### src/rtl/uart_rx_pkg.sv
// Shared UART definitions: state encodings and framing constants.
// Used by uart_rx; optional parity is enabled with UART_RX_PARITY_EN.
package uart_rx_pkg;

    localparam int DEFAULT_CLKS_PER_BIT = 217;
    localparam int DATA_BITS            = 8;

    typedef enum logic [2:0] {
        sIDLE      = 3'd0,
        sSTART     = 3'd1,
        sDATA      = 3'd2,
        sPARITY    = 3'd3,
        sSTOP      = 3'd4,
        sWAIT_HIGH = 3'd5
    } state_t;

endpackage

### src/rtl/sync_2ff.sv
// Two-flop synchronizer for asynchronous single-bit inputs.
// The reset value is a parameter so idle-high and idle-low lines both fit.
module sync_2ff #(
    parameter logic RESET_VAL = 1'b0
) (
    input  logic clk,
    input  logic reset,
    input  logic d,
    output logic q
);

    logic meta;

    always_ff @(posedge clk or posedge reset) begin
        if (reset) begin
            meta <= RESET_VAL;
            q    <= RESET_VAL;
        end else begin
            meta <= d;
            q    <= meta;
        end
    end

endmodule

### src/rtl/uart_rx.sv
// 8N1 UART receiver with mid-bit sampling and framing-error reporting.
// Define UART_RX_PARITY_EN to add an even-parity bit between data and stop.
module uart_rx
    import uart_rx_pkg::*;
#(
    parameter int CLKS_PER_BIT = DEFAULT_CLKS_PER_BIT
) (
    input  logic                 clk_25mhz,
    input  logic                 reset,
    input  logic                 rx,
    output logic [DATA_BITS-1:0] data,
    output logic                 data_valid,
    output logic                 frame_err,
    output logic                 busy
);

    localparam int TW = $clog2(CLKS_PER_BIT);
    localparam logic [TW-1:0] HALF = TW'(CLKS_PER_BIT / 2 - 1);
    localparam logic [TW-1:0] FULL = TW'(CLKS_PER_BIT - 1);

    state_t               state, state_d;
    logic                 rx_s;
    logic [TW-1:0]        timer;
    logic [2:0]           bit_idx;
    logic [DATA_BITS-1:0] shreg;
    logic                 tick;
    logic                 frame_bad;
    logic                 load_half;
    logic                 load_full;
    logic                 do_shift;
    logic                 ok_strobe;
    logic                 err_strobe;
`ifdef UART_RX_PARITY_EN
    logic                 do_par;
    logic                 par_err;
`endif

    sync_2ff #(
        .RESET_VAL(1'b1)
    ) u_sync (
        .clk  (clk_25mhz),
        .reset(reset),
        .d    (rx),
        .q    (rx_s)
    );

    assign tick = (timer == '0);
    assign busy = (state != sIDLE);

`ifdef UART_RX_PARITY_EN
    assign frame_bad = !rx_s || par_err;
`else
    assign frame_bad = !rx_s;
`endif

    always_ff @(posedge clk_25mhz or posedge reset) begin
        if (reset) state <= sIDLE;
        else       state <= state_d;
    end

    always_comb begin
        state_d    = state;
        load_half  = 1'b0;
        load_full  = 1'b0;
        do_shift   = 1'b0;
        ok_strobe  = 1'b0;
        err_strobe = 1'b0;
`ifdef UART_RX_PARITY_EN
        do_par     = 1'b0;
`endif
        unique case (state)
            sIDLE: begin
                if (!rx_s) begin
                    state_d   = sSTART;
                    load_half = 1'b1;
                end
            end
            sSTART: begin
                if (tick) begin
                    if (rx_s) begin
                        state_d = sIDLE;
                    end else begin
                        state_d   = sDATA;
                        load_full = 1'b1;
                    end
                end
            end
            sDATA: begin
                if (tick) begin
                    do_shift  = 1'b1;
                    load_full = 1'b1;
                    if (bit_idx == 3'(DATA_BITS - 1)) begin
`ifdef UART_RX_PARITY_EN
                        state_d = sPARITY;
`else
                        state_d = sSTOP;
`endif
                    end
                end
            end
`ifdef UART_RX_PARITY_EN
            sPARITY: begin
                if (tick) begin
                    do_par    = 1'b1;
                    load_full = 1'b1;
                    state_d   = sSTOP;
                end
            end
`endif
            sSTOP: begin
                if (tick) begin
                    if (!frame_bad) begin
                        ok_strobe = 1'b1;
                        state_d   = sIDLE;
                    end else begin
                        err_strobe = 1'b1;
                        state_d    = rx_s ? sIDLE : sWAIT_HIGH;
                    end
                end
            end
            sWAIT_HIGH: begin
                if (rx_s) state_d = sIDLE;
            end
            default: state_d = sIDLE;
        endcase
    end

    // Timer is reloaded on every sample, so it never has to wrap.
    always_ff @(posedge clk_25mhz or posedge reset) begin
        if (reset) begin
            timer <= '0;
        end else if (load_half) begin
            timer <= HALF;
        end else if (load_full) begin
            timer <= FULL;
        end else if (state == sIDLE || state == sWAIT_HIGH) begin
            timer <= '0;
        end else if (!tick) begin
            timer <= timer - TW'(1);
        end
    end

    always_ff @(posedge clk_25mhz or posedge reset) begin
        if (reset) begin
            bit_idx <= '0;
            shreg   <= '0;
        end else begin
            if (state != sDATA) bit_idx <= '0;
            else if (do_shift)  bit_idx <= bit_idx + 3'd1;
            if (do_shift) shreg <= {rx_s, shreg[DATA_BITS-1:1]};
        end
    end

`ifdef UART_RX_PARITY_EN
    always_ff @(posedge clk_25mhz or posedge reset) begin
        if (reset)       par_err <= 1'b0;
        else if (do_par) par_err <= ^{shreg, rx_s};
    end
`endif

    always_ff @(posedge clk_25mhz or posedge reset) begin
        if (reset) begin
            data       <= '0;
            data_valid <= 1'b0;
            frame_err  <= 1'b0;
        end else begin
            data_valid <= ok_strobe;
            frame_err  <= err_strobe;
            if (ok_strobe) data <= shreg;
        end
    end

endmodule

### config.mk
export PLATFORM = sky130hd
export DESIGN_NAME = uart_rx
export DESIGN_NICKNAME = d
export VERILOG_FILES = /design/src/rtl/uart_rx_pkg.sv /design/src/rtl/sync_2ff.sv /design/src/rtl/uart_rx.sv
export SDC_FILE = /design/constraint.sdc
export NUM_CORES = 1
export LEC_CHECK = 0
export ABC_AREA = 1
export ABC_CLOCK_PERIOD_IN_PS = 1900
export CAP_MARGIN = 20
export CORE_MARGIN = 2
export CORE_UTILIZATION = 30
export CTS_BUF_LIST = sky130_fd_sc_hd__clkbuf_8
export CTS_CLUSTER_SIZE = 24
export DETAILED_ROUTE_END_ITERATION = 10
export MAX_ROUTING_LAYER = met4
export PLACE_DENSITY = 0.54
export SLEW_MARGIN = 20
export SYNTH_ARGS = -nofsm -noshare
export SYNTH_HDL_FRONTEND = slang
export SYNTH_SLANG_ARGS = --single-unit
### constraint.sdc
create_clock -name clk_25mhz -period 1.9 [get_ports clk_25mhz]
set_clock_uncertainty 0.2 [all_clocks]
set_input_delay 0.38 -clock clk_25mhz [delete_from_list [all_inputs] [get_ports clk_25mhz]]
set_output_delay 0.38 -clock clk_25mhz [all_outputs]
set_load 0.01 [all_outputs]
-- Word-level counts from Yosys, hierarchy flattened
Cells that the tools add are included.
- register bits: 34
- bits in latches: 0
- bits in writable memories: 0
- bits in read-only memories: 0
- input bits: 3
- word-level logic and storage cells: 55
- memories: 0
- add/sub/neg operators: 2
- multipliers: 0
- divide/modulo/power cells: 0
- $lt $le $gt $ge: 0
- equal/unequal tests: 13
- shift operators: 0
- multiplexer cells: 25
- bitwise gates (word level): 0
- reductions and logical operators: 6
- operators with widths (cell ; number):
    8-bit two-way mux ; 4
    3-bit two-way mux ; 9
    3-bit one-hot mux with 5 select lines ; 1
    2-bit != test (second input constant) ; 5
    3-bit == test (second input constant) ; 3
    1-bit two-way mux ; 9
    8-bit logical NOT ; 1
    8-bit by 1-bit subtractor with 8-bit output (second input constant) ; 1
    6-bit AND reduction ; 1
    4-bit by 1-bit != test with 1-bit output (second input constant) ; 1
    3-bit by 1-bit adder with 3-bit output (second input constant) ; 1
    3-bit by 1-bit == test with 1-bit output (second input constant) ; 1
    3-bit by 2-bit == test with 1-bit output (second input constant) ; 1
    3-bit logical NOT ; 1
    3-bit by 2-bit != test with 1-bit output (second input constant) ; 1
    3-bit nonzero test ; 1
    2-bit two-way mux ; 1
    2-bit by 1-bit != test with 1-bit output (second input constant) ; 1
    1-bit one-hot mux with 2 select lines ; 1
    2-bit nonzero test ; 1
    1-bit logical OR ; 1

-- Logic depth before layout (Yosys ltp)
Gate-level depths: netlist of run 1.
- word-level depth: 5
- depth in mapped cells: 9
- gate-level depth less buffers: 9

-- Modules after synthesis
A second synthesis of run 1 with hierarchy kept.
- cell total of the unflattened synthesis: 194
- area, all modules: 1655.3 sq um
- modules (own cells, without submodules) (module ; times used ; cells an instance ; area an instance (sq um)):
    uart_rx ; 1 ; 191 ; 1599.0
    sync_2ff ; 1 ; 3 ; 56.3

-- Worst setup path before layout of run 1
Ideal clock, no wire load.
- kind: register to register
- start point: register timer[0]
- end point: register data[1]
- setup time: 0.118 ns
- arrival time: 1.344 ns
- data required time: 1.582 ns
- setup slack: 0.238 ns
- stages on the path, launching flop included: 9
- path buffers: 1
- cell sequence: dfrtp_1 -> inv_1 -> ha_1 -> nand2_4 -> nor2_8 -> nand3_4 -> buf_6 -> nand2_2 -> o21ai_2
- cells in the longest elaborated chain, start to end: 3
- RTL lines (element ; RTL line ; source):
    start: declaration ; uart_rx.sv:23 ; logic [TW-1:0] timer;
    start signal: assignment ; uart_rx.sv:139 ; timer <= timer - TW'(1);
    8-bit logical NOT ; uart_rx.sv:47 ; assign tick = (timer == '0);
    1-bit two-way mux ; uart_rx.sv:111 ; if (tick) begin
    1-bit two-way mux ; uart_rx.sv:71 ; unique case (state)
    end signal: assignment ; uart_rx.sv:169 ; if (ok_strobe) data <= shreg;
    end: declaration ; uart_rx.sv:11 ; output logic [DATA_BITS-1:0] data,
No other way between the ends.
A chain may end at the register's enable or synchronous reset.

-- Worst setup path in the final report of run 1
- start point: register state[1]
- end point: output busy
- cells in the longest elaborated chain, start to end: 1
- RTL lines (element ; RTL line ; source):
    start: declaration ; uart_rx.sv:21 ; state_t state, state_d;
    start signal: assignment ; uart_rx.sv:57 ; if (reset) state <= sIDLE;
    start signal: assignment ; uart_rx.sv:58 ; else state <= state_d;
    3-bit nonzero test ; uart_rx.sv:48 ; assign busy = (state != sIDLE);
    end: declaration ; uart_rx.sv:14 ; output logic busy
No other way between the ends.

==> results of run 1 <==
placed cells by master (no fill, tap or decap), drive strengths merged:
| cell type | instances |
|---|---|
| nand2 | 62 |
| dfrtp | 32 |
| inv | 25 |
| nor2 | 21 |
| o21ai | 21 |
| nand3 | 15 |
| clkdlybuf4s50 | 12 |
| buf | 9 |
| clkbuf | 5 |
| a21oi | 4 |
| ha | 3 |
| clkinv | 3 |
| nand4 | 2 |
| dfstp | 2 |
| nor3 | 2 |
| xor2 | 1 |
| xnor2 | 1 |
| nand3b | 1 |
| or2 | 1 |
| and2 | 1 |
| dlygate4sd2 | 1 |
metal layers:
layer  GRT usage  vias up  share of wire
met4     0.04068        0          0.012
met5           -        -              0
met2      0.1857       28           0.49
met1      0.1517      624           0.45
li1            -      669              -
met3     0.04072        7          0.049
cell type report:
class | count | area (sq um) | share of cell area
timing repair buffer | 22 | 209.0 | 0.09994
clock inverter | 3 | 13.76 | 0.006583
sequential | 34 | 853.3 | 0.4081
inverter | 25 | 93.84 | 0.04488
clock buffer | 5 | 68.82 | 0.03291
multi-input combinational | 135 | 762.0 | 0.3645
tap | 72 | 90.09 | 0.04309
final timing paths:
path                                       start                     to  slack [ps]
setup / recovery            state[1]$_DFFE_PP0P_                   busy          80
hold / removal             u_sync.meta$_DFF_PP1_     u_sync.q$_DFF_PP1_         160
min in group asynchronous                  reset   timer[7]$_DFFE_PP0P_         240
setup reg to reg            timer[0]$_DFFE_PP0P_   timer[5]$_DFFE_PP0P_          90
max in group asynchronous                  reset  u_sync.meta$_DFF_PP1_        1010
hold reg to reg            u_sync.meta$_DFF_PP1_     u_sync.q$_DFF_PP1_         160
per-stage QoR:
stage | utilization | instances | instance area, sq um | hold slack [ps] | total power, mW
3_5_place_dp | 0.3537 | 282 | 1959 | 147.5 | 0.7724
5_1_grt | 0.3774 | 296 | 2091 | 159.2 | 1.326
2_1_floorplan | - | 196 | 1727 | 145.2 | 0.7570
4_1_cts | 0.3688 | 290 | 2043 | 157.6 | 1.285
6_report | 0.3774 | 296 | 2091 | 156.3 | 1.264
3_3_place_gp | 0.3537 | 282 | 1959 | 145.9 | 0.7721
sequential cells by signal, indices dropped and copies added (netlist names):
signal,cells
bit_idx,3
data,8
data_valid,1
frame_err,1
shreg,8
state,3
timer,8
u_sync.meta,1
u_sync.q,1
kinds of logic after synthesis:
logic type                 Yosys count
DFF                                 34
adders and majority gates            3
AOI/OAI and AO/OA                   25
buffers and inverters               27
and+or+nand+nor                    105
xor gates and xnor gates             2
timing repair:
item,CTS,global route
pin swaps,0,2
gates cloned,0,0
endpoints found under the setup margin,1,19
hold endpoints to repair,0,0
buffers inserted,0,6
gates resized for setup,2,2
power breakdown:
group          internal [mW]  total, mW  switching (mW)
sequential             0.728      0.729         0.00173
combinational        0.00908     0.0278          0.0187
clock                  0.248      0.507           0.258
==> impl_metrics.json, run 1 <==
{
  "critical_path_peak_fanout": 6,
  "synth_top_family_by_area": "simple AND/OR/NAND/NOR gates",
  "cts_tree": "yes",
  "setup_viol": 0,
  "tightest_slew_ps": 356.4,
  "endpoint_kind": "primary output",
  "fin_crit_sh": 0.9574,
  "grt_setup_unrepaired": "false",
  "ys.flop_type": "dfrtp_1",
  "cp-start-kind": "register",
  "grt_usage": 0.1215,
  "grt_overflow": 0,
  "fillers": 585,
  "reg2reg_depth": 9,
  "cp_top_family": "flip-flops",
  "final-hold-violation-count": 0,
  "synth-seq-cells": 34,
  "slowest_stage": "dfrtp_1",
  "antenna_left": 0,
  "clk_pin_slew_ps": 70,
  "synth_area_per_cell_sq_um": 8.809,
  "yosysWarnings": 0,
  "ctsHtreeMaxLevel": 2,
  "path_cells": "nor2_2 -> nand2_2 -> dlygate4sd2_1",
  "cp.required_ps": 1320,
  "first_iter_violations": 96,
  "total_leakage_power_nw": 1.077,
  "critPathKind": "reg -> out",
  "grt_max_degree": 35,
  "cts-root-buf": "clkbuf_8",
  "status": "finished, final reports clean",
  "min_period_ps": 1819,
  "synth_compound_area_frac": 0.1094,
  "syn_nets": 202,
  "fin_setup_tns_ps": 0,
  "fmax_mhz": 549.7,
  "hpwl_microns": 2237,
  "synthCells": 196,
  "synth_area_leaders": "dfrtp_1 46%, nand2_1 12%, o21ai_2 8.6%, inv_1 5.0%, nor2_1 3.9%",
  "maxCapViolations": 0,
  "synthAdderAreaFrac": 0.02174,
  "synth_top_area_share": 0.4638,
  "rows": 27,
  "fin_nets": 229,
  "cts_sinks": 34,
  "die_w_microns": 79.87,
  "synthXorXnorAreaFrac": 0.01014,
  "hp-class": "reg -> reg",
  "routedWlPerCell_microns": 11.31,
  "antenna_found_initial": 0,
  "synthMuxAreaShare": 0,
  "grt_pass1_wl_microns": 5899,
  "viasPerCell": 4.486,
  "ioPinCount": 14,
  "synthArstFlopShare": 1.000,
  "drive_above_1_share": 0.2411,
  "cts-buffers-inserted": 5,
  "crit_buf_inv": 1,
  "max-slew-margin-rel": 0.7621,
  "synth_simple_gate_area_frac": 0.2971,
  "drcViolationCount": 0,
  "hold_path_depth": 0,
  "synth_cell_type_count": 28,
  "synth_edf_count": 0,
  "timing.final.ws_setup_ps": 80.94,
  "yosysMostFrequentCell": "nand2_1",
  "initial_core_util": 0.3117,
  "grt_pass1_vias": 1308,
  "num_vias": 1328,
  "clockBufferDepth": 2,
  "ys_seq_area_frac": 0.4942,
  "portBuffers": 13,
  "clk_latency_ps": 280,
  "wl_microns": 3347,
  "synth_commonest_cells": "54 x nand2_1, 32 x dfrtp_1, 23 x inv_1",
  "power.density_mw_per_mm2": 604.5,
  "synth_top_area_cell": "dfrtp_1",
  "die_h_microns": 79.87,
  "preCtsSetupSlack_ps": 22.48,
  "drv_slew": 0,
  "fp.dieArea_sq_mm": 0.006378,
  "ir_drop_mv": 0.4302,
  "syn-cell-area_sq_mm": 0.001727,
  "antenna_cells": 0,
  "max_stage_delay_ps": 400,
  "area_delta_synth_final_pct": 21.09,
  "hold_buffers": 0,
  "place.gp.congestion": 0.8251,
  "coreArea_sq_mm": 0.005540,
  "dr.pass1.iters": 4,
  "crit_cells": 3,
  "crit_arrival_ps": 1240
}
Power figures use the tool's default switching activity.
==> inputs of run 2 (changes only) <==
--- a/config.mk
+++ b/config.mk
@@ -7,7 +7,7 @@
 export LEC_CHECK = 0
 export ABC_AREA = 1
 export ABC_CLOCK_PERIOD_IN_PS = 1900
-export CAP_MARGIN = 20
+export CAP_MARGIN = 25
 export CORE_MARGIN = 2
 export CORE_UTILIZATION = 30
 export CTS_BUF_LIST = sky130_fd_sc_hd__clkbuf_8
==> results of run 2 <==
No change in the layout: final DEF, timing and power equal those of run 1.
